[src/rtl/hazard_unit_sb.sv]
// Pipeline hazard/scoreboard controller: forwarding, stall/flush, one in-flight divide, stall counter.
// Stall/flush/forward/grant are combinational; scoreboard, busy and counter update one edge after cause.
module hazard_unit_sb #(
    parameter int AW     = 5,
    parameter int FWD_EN = 1,
    parameter int CNT_W  = 16
) (
    input  logic                 clk,
    input  logic                 rst,
    input  logic [AW-1:0]        rs1D,
    input  logic [AW-1:0]        rs2D,
    input  logic [AW-1:0]        rdD,
    input  logic                 useRs1D,
    input  logic                 useRs2D,
    input  logic                 divD,
    input  logic [AW-1:0]        rs1E,
    input  logic [AW-1:0]        rs2E,
    input  logic [AW-1:0]        rdE,
    input  logic                 regWriteE,
    input  logic                 loadE,
    input  logic                 divE,
    input  logic                 pc_sel,
    input  logic [AW-1:0]        rdM,
    input  logic [AW-1:0]        rdW,
    input  logic                 regWriteM,
    input  logic                 regWriteW,
    input  logic                 mem_stall,
    input  logic                 div_done,
    input  logic [AW-1:0]        div_rd,
    output logic [1:0]           forwardAE,
    output logic [1:0]           forwardBE,
    output logic                 stallF,
    output logic                 stallD,
    output logic                 stallE,
    output logic                 stallM,
    output logic                 stallW,
    output logic                 flushD,
    output logic                 flushE,
    output logic                 div_issue,
    output logic                 div_wb_grant,
    output logic [(1<<AW)-1:0]   sb_pending,
    output logic [CNT_W-1:0]     stall_cnt
);

    localparam logic [CNT_W-1:0] CNT_ONE = 1;
    localparam logic [CNT_W-1:0] CNT_MAX = '1;

    logic                busy;
    logic [(1<<AW)-1:0]  sbPend;
    logic [CNT_W-1:0]    cnt;
    logic                matchE;
    logic                matchM;
    logic                pendSrc;
    logic                rawNoFwd;
    logic                hz;

    // x0 is hardwired zero, so it never carries a dependency
    assign matchE = (rdE != '0) & ((useRs1D & (rs1D == rdE)) | (useRs2D & (rs2D == rdE)));
    assign matchM = (rdM != '0) & ((useRs1D & (rs1D == rdM)) | (useRs2D & (rs2D == rdM)));
    assign pendSrc = (useRs1D & (rs1D != '0) & sbPend[rs1D])
                   | (useRs2D & (rs2D != '0) & sbPend[rs2D]);
    assign rawNoFwd = (FWD_EN == 0) & ((regWriteE & matchE) | (regWriteM & matchM));

    assign hz = (loadE & matchE) | (divE & matchE) | pendSrc | sbPend[rdD]
              | (divD & (busy | divE)) | rawNoFwd;

    always_comb begin
        forwardAE = 2'b00;
        forwardBE = 2'b00;
        if ((FWD_EN != 0) && !rst) begin
            if (regWriteM && (rdM != '0) && (rs1E == rdM))      forwardAE = 2'b10;
            else if (regWriteW && (rdW != '0) && (rs1E == rdW)) forwardAE = 2'b01;
            if (regWriteM && (rdM != '0) && (rs2E == rdM))      forwardBE = 2'b10;
            else if (regWriteW && (rdW != '0) && (rs2E == rdW)) forwardBE = 2'b01;
        end
    end

    // Redirect outranks the D hazard: the stalled instruction is squashed anyway
    always_comb begin
        stallF = 1'b0;
        stallD = 1'b0;
        stallE = 1'b0;
        stallM = 1'b0;
        stallW = 1'b0;
        flushD = 1'b0;
        flushE = 1'b0;
        if (!rst) begin
            if (mem_stall) begin
                stallF = 1'b1;
                stallD = 1'b1;
                stallE = 1'b1;
                stallM = 1'b1;
                stallW = 1'b1;
            end else if (pc_sel) begin
                flushD = 1'b1;
                flushE = 1'b1;
            end else if (hz) begin
                stallF = 1'b1;
                stallD = 1'b1;
                flushE = 1'b1;
            end
        end
    end

    // W-stage writes own the RF port; the divider waits for a free slot
    assign div_issue    = ~rst & divE & ~busy & ~mem_stall;
    assign div_wb_grant = ~rst & div_done & busy & ~regWriteW & ~mem_stall;
    assign sb_pending   = sbPend;
    assign stall_cnt    = cnt;

    always_ff @(posedge clk or posedge rst) begin
        if (rst) begin
            busy   <= 1'b0;
            sbPend <= '0;
            cnt    <= '0;
        end else begin
            if (div_issue) begin
                busy <= 1'b1;
                if (rdE != '0) sbPend[rdE] <= 1'b1;
            end
            if (div_wb_grant) begin
                busy         <= 1'b0;
                sbPend[div_rd] <= 1'b0;
            end
            if (stallD && !mem_stall && (cnt != CNT_MAX)) cnt <= cnt + CNT_ONE;
        end
    end

endmodule

[config.mk]
export PLATFORM = sky130hd
export DESIGN_NAME = hazard_unit_sb
export DESIGN_NICKNAME = d
export VERILOG_FILES = /design/src/rtl/hazard_unit_sb.sv
export SDC_FILE = /design/constraint.sdc
export NUM_CORES = 1
export LEC_CHECK = 0
export CAP_MARGIN = 20
export CORE_MARGIN = 2
export CORE_UTILIZATION = 30
export DETAILED_ROUTE_END_ITERATION = 6
export GPL_ROUTABILITY_DRIVEN = 0
export GPL_TIMING_DRIVEN = 0
export SETUP_SLACK_MARGIN = 0.02
export SKIP_LAST_GASP = 1
export SLEW_MARGIN = 25
export SYNTH_ARGS = -nofsm -noshare
export SYNTH_HDL_FRONTEND = slang
export SYNTH_SLANG_ARGS = --single-unit
[constraint.sdc]
create_clock -name clk -period 3.3 [get_ports clk]
set_input_delay 0.495 -clock clk [delete_from_list [all_inputs] [get_ports clk]]
set_output_delay 0.495 -clock clk [all_outputs]
set_load 0.1 [all_outputs]
Word level (Yosys, flattened, before mapping)
Cells that the tools add are included.
- bits of input ports: 58
- register bits: 49
- reductions and logical operators: 17
- muxes and demuxes: 33
- bitwise operators: 31
- $add $sub $neg: 1
- equal/unequal tests: 7
- order comparisons: 7
- operator list (operator ; count):
    $mux 32 ; 3
    $and 32x32->32 ; 1
    $not 32->32 ; 1
    $or 32x32->32 ; 1
    $eq 5x5->1 ; 6
    $lt 5x6->1 const B ; 5
    $reduce_bool 5->1 ; 5
    $mux 1 ; 21
    $and 1x1->1 ; 17
    $add 16x1->16 const B ; 1
    $ne 16x16->1 const B ; 1
    $bmux 1 s5 ; 3
    $demux 1 s5 ; 2
    $ge 5x1->1 const B ; 2
    $logic_and 1x1->1 ; 10
    $mux 2 ; 4
    $or 1x1->1 ; 7
    $not 1->1 ; 4
    $reduce_bool 2->1 ; 1
    $logic_not 1->1 ; 1

Logic depth before layout (Yosys ltp)
- depth after elaboration: 15
- gate-level depth with buffers: 11

Least setup slack after synthesis
OpenSTA, ideal clock, no wires.
- kind: input to output
- from: input port rst
- to: output port forwardAE[0]
- required time: 2.805 ns
- arrival time: 5.140 ns
- stages: 4
- buffers on the path: 0
- path slack: -2.335 ns
- cells stage by stage: inv_1 o211ai_1 or4_1 nor4_1
- word-level cells in the longest chain between the ends: 1
- RTL lines (item ; line ; text):
    start, declared ; 9 ; input logic rst,
    $mux 2 ; 70 ; if ((FWD_EN != 0) && !rst) begin
    end, declared ; 30 ; output logic [1:0] forwardAE,
No other way between the ends.

Final worst setup path
- from: input port rs1D[0]
- to: output port stallF
- word-level cells in the longest chain between the ends: 13
- RTL lines (item ; line ; text):
    start, declared ; 10 ; input logic [AW-1:0] rs1D,
    branches (longest 6 deep; another with $bmux 1 s5) ; - ;
    $or 1x1->1 (*) (2 in series) ; 64 ; assign hz = (loadE & matchE) | (divE & matchE) | pendSrc | sbPend[rdD]
    $or 1x1->1 (*) ; 65 ; | (divD & (busy | divE)) | rawNoFwd;
    $mux 1 (*) ; 97 ; end else if (hz) begin
    $mux 1 (*) ; 94 ; end else if (pc_sel) begin
    $mux 1 (*) ; 88 ; if (mem_stall) begin
    $mux 1 (*) ; 87 ; if (!rst) begin
    end, declared ; 32 ; output logic stallF,
Mark *: on every way between the ends. The select of a mux whose other input is x is not followed.

==> impl_summary.md <==
Run status
The flow ran to the end, but the final reports show violations. The final reports fail on negative setup slack.

Power and ir drop
The design draws 0.00239 W. The power per unit of standard cell area is 449 nW/µm². IR analysis of the VDD net gives a maximum drop of 292 µV. For this design the static power due to leakage is 2.19 nW.

Cells and area
The share of layout cells above drive strength 1 is 0.229. At the end of the flow the core is filled with cells to 0.446. The antenna cell count is 0.

The layout overhead on the synthesized area is 46.8%. The layout filler cell count is 1139. For this run, the post-layout net count is 573.

Synthesis
The number of instances in the synthesized netlist is 385. The leading area contributor after synthesis is dfrtp_1. Of the post-synthesis cell area, the dominant cell type holds 0.339. Yosys attributes the largest share of cell area to dfrtp_1 (34%), a21oi_1 (9.5%), xor2_1 (7.3%). The net count after synthesis is 444.

For this run, asynchronously set or reset flops after synthesis account for 1.00. The synthesized cell area is 3620 µm². The register bit count reported by yosys is 49. The number of enable-type register cells in the synthesized netlist is 0. By count the netlist is led by a21oi_1 (69), dfrtp_1 (49), xor2_1 (30).

For this run, the register share of the synthesized area comes to 0.339. Yosys mapped the design onto 52 distinct sky130hd cell types. The yosys synthesis warning count is 0. In the post-synthesis netlist, the cell with the most instances is a21oi_1. A synthesized cell averages 9.40 µm². The most common flop cell mapped by yosys is dfrtp_1.

Clock network
TritonCTS built the clock tree. TritonCTS created 5 clock buffers. The tree built by TritonCTS fans out to 49 sinks.

In this run the deepest clock path goes through 2 buffers. The CTS H-tree depth is 2. The insertion delay of the later-clocked pin in the worst-skew pair is 290 ps. The clock transition at the register clock pins on the worst setup and hold paths after CTS is 70 ps.

The tree is rooted in a clkbuf_16. In this run, post-CTS hold repair placed 0 buffers.

Timing
The achievable clock frequency is 299 MHz. After routing, the total negative slack on setup checks comes to -47.6 ps. Setup repair after global routing could not meet its margin everywhere.

The max-slew violation count is 0. In the finished design, the share of the clock period the worst path needs comes to 1.01. The post-route worst setup slack is -47.6 ps.

Subtracting the final worst setup slack from the clock period gives 3350 ps. Final hold analysis gives a worst-case slack of 493 ps. The final clock skew is 7.89 ps. The final number of hold-violating endpoints came to 0. The worst pin sits at a relative slew slack of 0.339.

The measured slew at the worst slew-check pin is 989 ps. The total setup violations reported at the end of the flow is 1.

Die
The horizontal die dimension is 114 µm. The initial core utilization is 0.304. From bottom edge to top edge, the die measures 114 µm. The floorplan has 40 rows. The top-level I/O count is 119.

The area inside the core boundary is 11900 µm². The die footprint is 13000 µm².

GRT
In the global route stage, overall resource usage came out at 0.196. The global-route wire length before repair is 19900 µm. Entering global routing, the biggest net connects 26 pins. The initial antenna violation count is 0. The via count of the first global-routing pass is 3642. The total overflow left after global routing is 0.

Routing
In the routed design, unresolved DRC markers number 0. The first routing iteration left 177 violations. The number of iterations in the first detailed-routing pass is 5. The mean number of vias per cell is 5.58. The final layout contains routed wiring with a total length of 13200 µm. The routed layout has 3696 vias.

The average wire per cell in the routed design is 19.9 µm. The count of antenna-violating nets left after detailed routing is 0.

Placement
The count of buffers from port buffering is 105. OpenSTA, run right after detailed placement, puts the worst setup slack at -1220 ps. The wire-length estimate of the detail-placed layout is 9830 µm.

Worst setup path
The worst setup path is launched from an input port. The arrival time at the worst endpoint is 2850 ps. Among cell families on the critical path, the largest total delay comes from multiplexers. The number of buffers and inverters on the critical path is 4. The cell type with the highest occurrence count on the critical path is buf_6. Walking the worst path, the cells encountered are clkdlybuf4s15_1 > buf_6 > mux4_1 > mux2_2 > a21oi_4 > a2111oi_4 > nor3_2 > nor2_1 > o21a_4 > buf_4 > buf_6.

For this run, the slowest stage of the critical path takes 550 ps. In this run the worst path has a maximum fanout of 5. Setup slack on the worst reg-to-reg path comes out at 200 ps. The kind of critical path is input port to output port. STA classifies the critical path endpoint as an output port. For the worst setup path, the data required time is 2800 ps.

Among all stages on the critical path, the largest delay is contributed by mux4_1.

Job
The number of violations of the max-capacitance limit is 0.

Hold path
The min-delay analysis places its worst path in the category flip-flop to flip-flop.
## area by class of cell
cell class	count	area (µm²)	share of cell area
sequential	49	1270	0.238
inverter	6	26.3	0.00495
clock buffer	6	139	0.0261
multi-input combinational	308	2350	0.442
timing repair inverter	1	5.00	0.000942
clock inverter	2	37.5	0.00707
timing repair buffer	121	1170	0.221
tap	147	184	0.0346
buffer	22	135	0.0254
## placed cells by master (no fill, tap or decap), types with 4 or more instances in the layout
cell	instances
nor4_1	5
dfrtp_1	17
nor2b_1	4
nand3_1	19
nand2_1	22
clkbuf_2	5
clkdlybuf4s50_1	91
nor3_1	8
dfrtp_2	32
nand4_1	5
xnor2_1	15
a21oi_1	68
inv_1	5
nor3b_1	6
nor3_2	6
or4_1	4
buf_2	7
clkbuf_1	6
mux4_1	4
buf_4	19
mux2_2	6
clkbuf_16	5
mux4_2	6
mux2i_1	21
buf_6	6
xor2_1	30
nor2_1	22
and3_1	8
## cell families (layout without fill, tap and decap cells)
kind of cell / Yosys count / count (layout) / synth area share
XOR/XNOR: 45 / 45 / 0.109
AND/OR/NAND/NOR: 131 / 131 / 0.201
AO/OA/AOI/OAI: 92 / 92 / 0.156
flip-flops: 49 / 49 / 0.339
multiplexers: 39 / 39 / 0.151
adder cells (fa/ha/maj): 1 / 1 / 0.00346
buffers and inverters: 28 / 158 / 0.0405
## where the power goes
group | leakage [nW] | internal [W] | total, W | switching [W]
clock | 0.0831 | 0.000379 | 0.000619 | 0.000240
sequential | 0.605 | 0.000663 | 0.000761 | 0.0000975
combinational | 1.50 | 0.000314 | 0.00101 | 0.000693
total | 2.19 | 0.00136 | 0.00239 | 0.00103
## layer usage
layer,up-vias,track usage,wire length (µm)
met1,1790,0.258,5520
met3,33,0.0298,794
li1,1686,-,-
met2,187,0.327,6480
met5,-,0,0
met4,0,0.0748,363
## final timing paths
kind | start | depth (start not counted) | end
worst max-delay path | rs1D[0] | 11 | stallF
worst min-delay path | stall_cnt[5] | 1 | stall_cnt[5]
worst max register to register | sb_pending[9] | 15 | stall_cnt[10]
worst min register to register | stall_cnt[5] | 1 | stall_cnt[5]
max in group asynchronous | rst | 2 | stall_cnt[14]
min in group asynchronous | rst | 3 | sb_pending[22]
## timing repair
item                                    4_1_cts  5_1_grt
cloned                                        1        0
buffers inserted                              9        2
hold endpoints to repair                      0        0
gates resized for setup                      40       25
pin swaps                                     1        4
endpoints found under the setup margin        9        8
## registers in the layout, indices dropped and copies added, names as in the netlist
register    count
stall_cnt      16
sb_pending     32
busy            1
## per-stage QoR
step                instances  instance area, µm²
CTS                       660                5250
floorplan                 385                3700
global route              662                5310
detailed placement        642                5010
finish                    662                5310
global placement          637                4940
(Power assumes the default switching activity.)
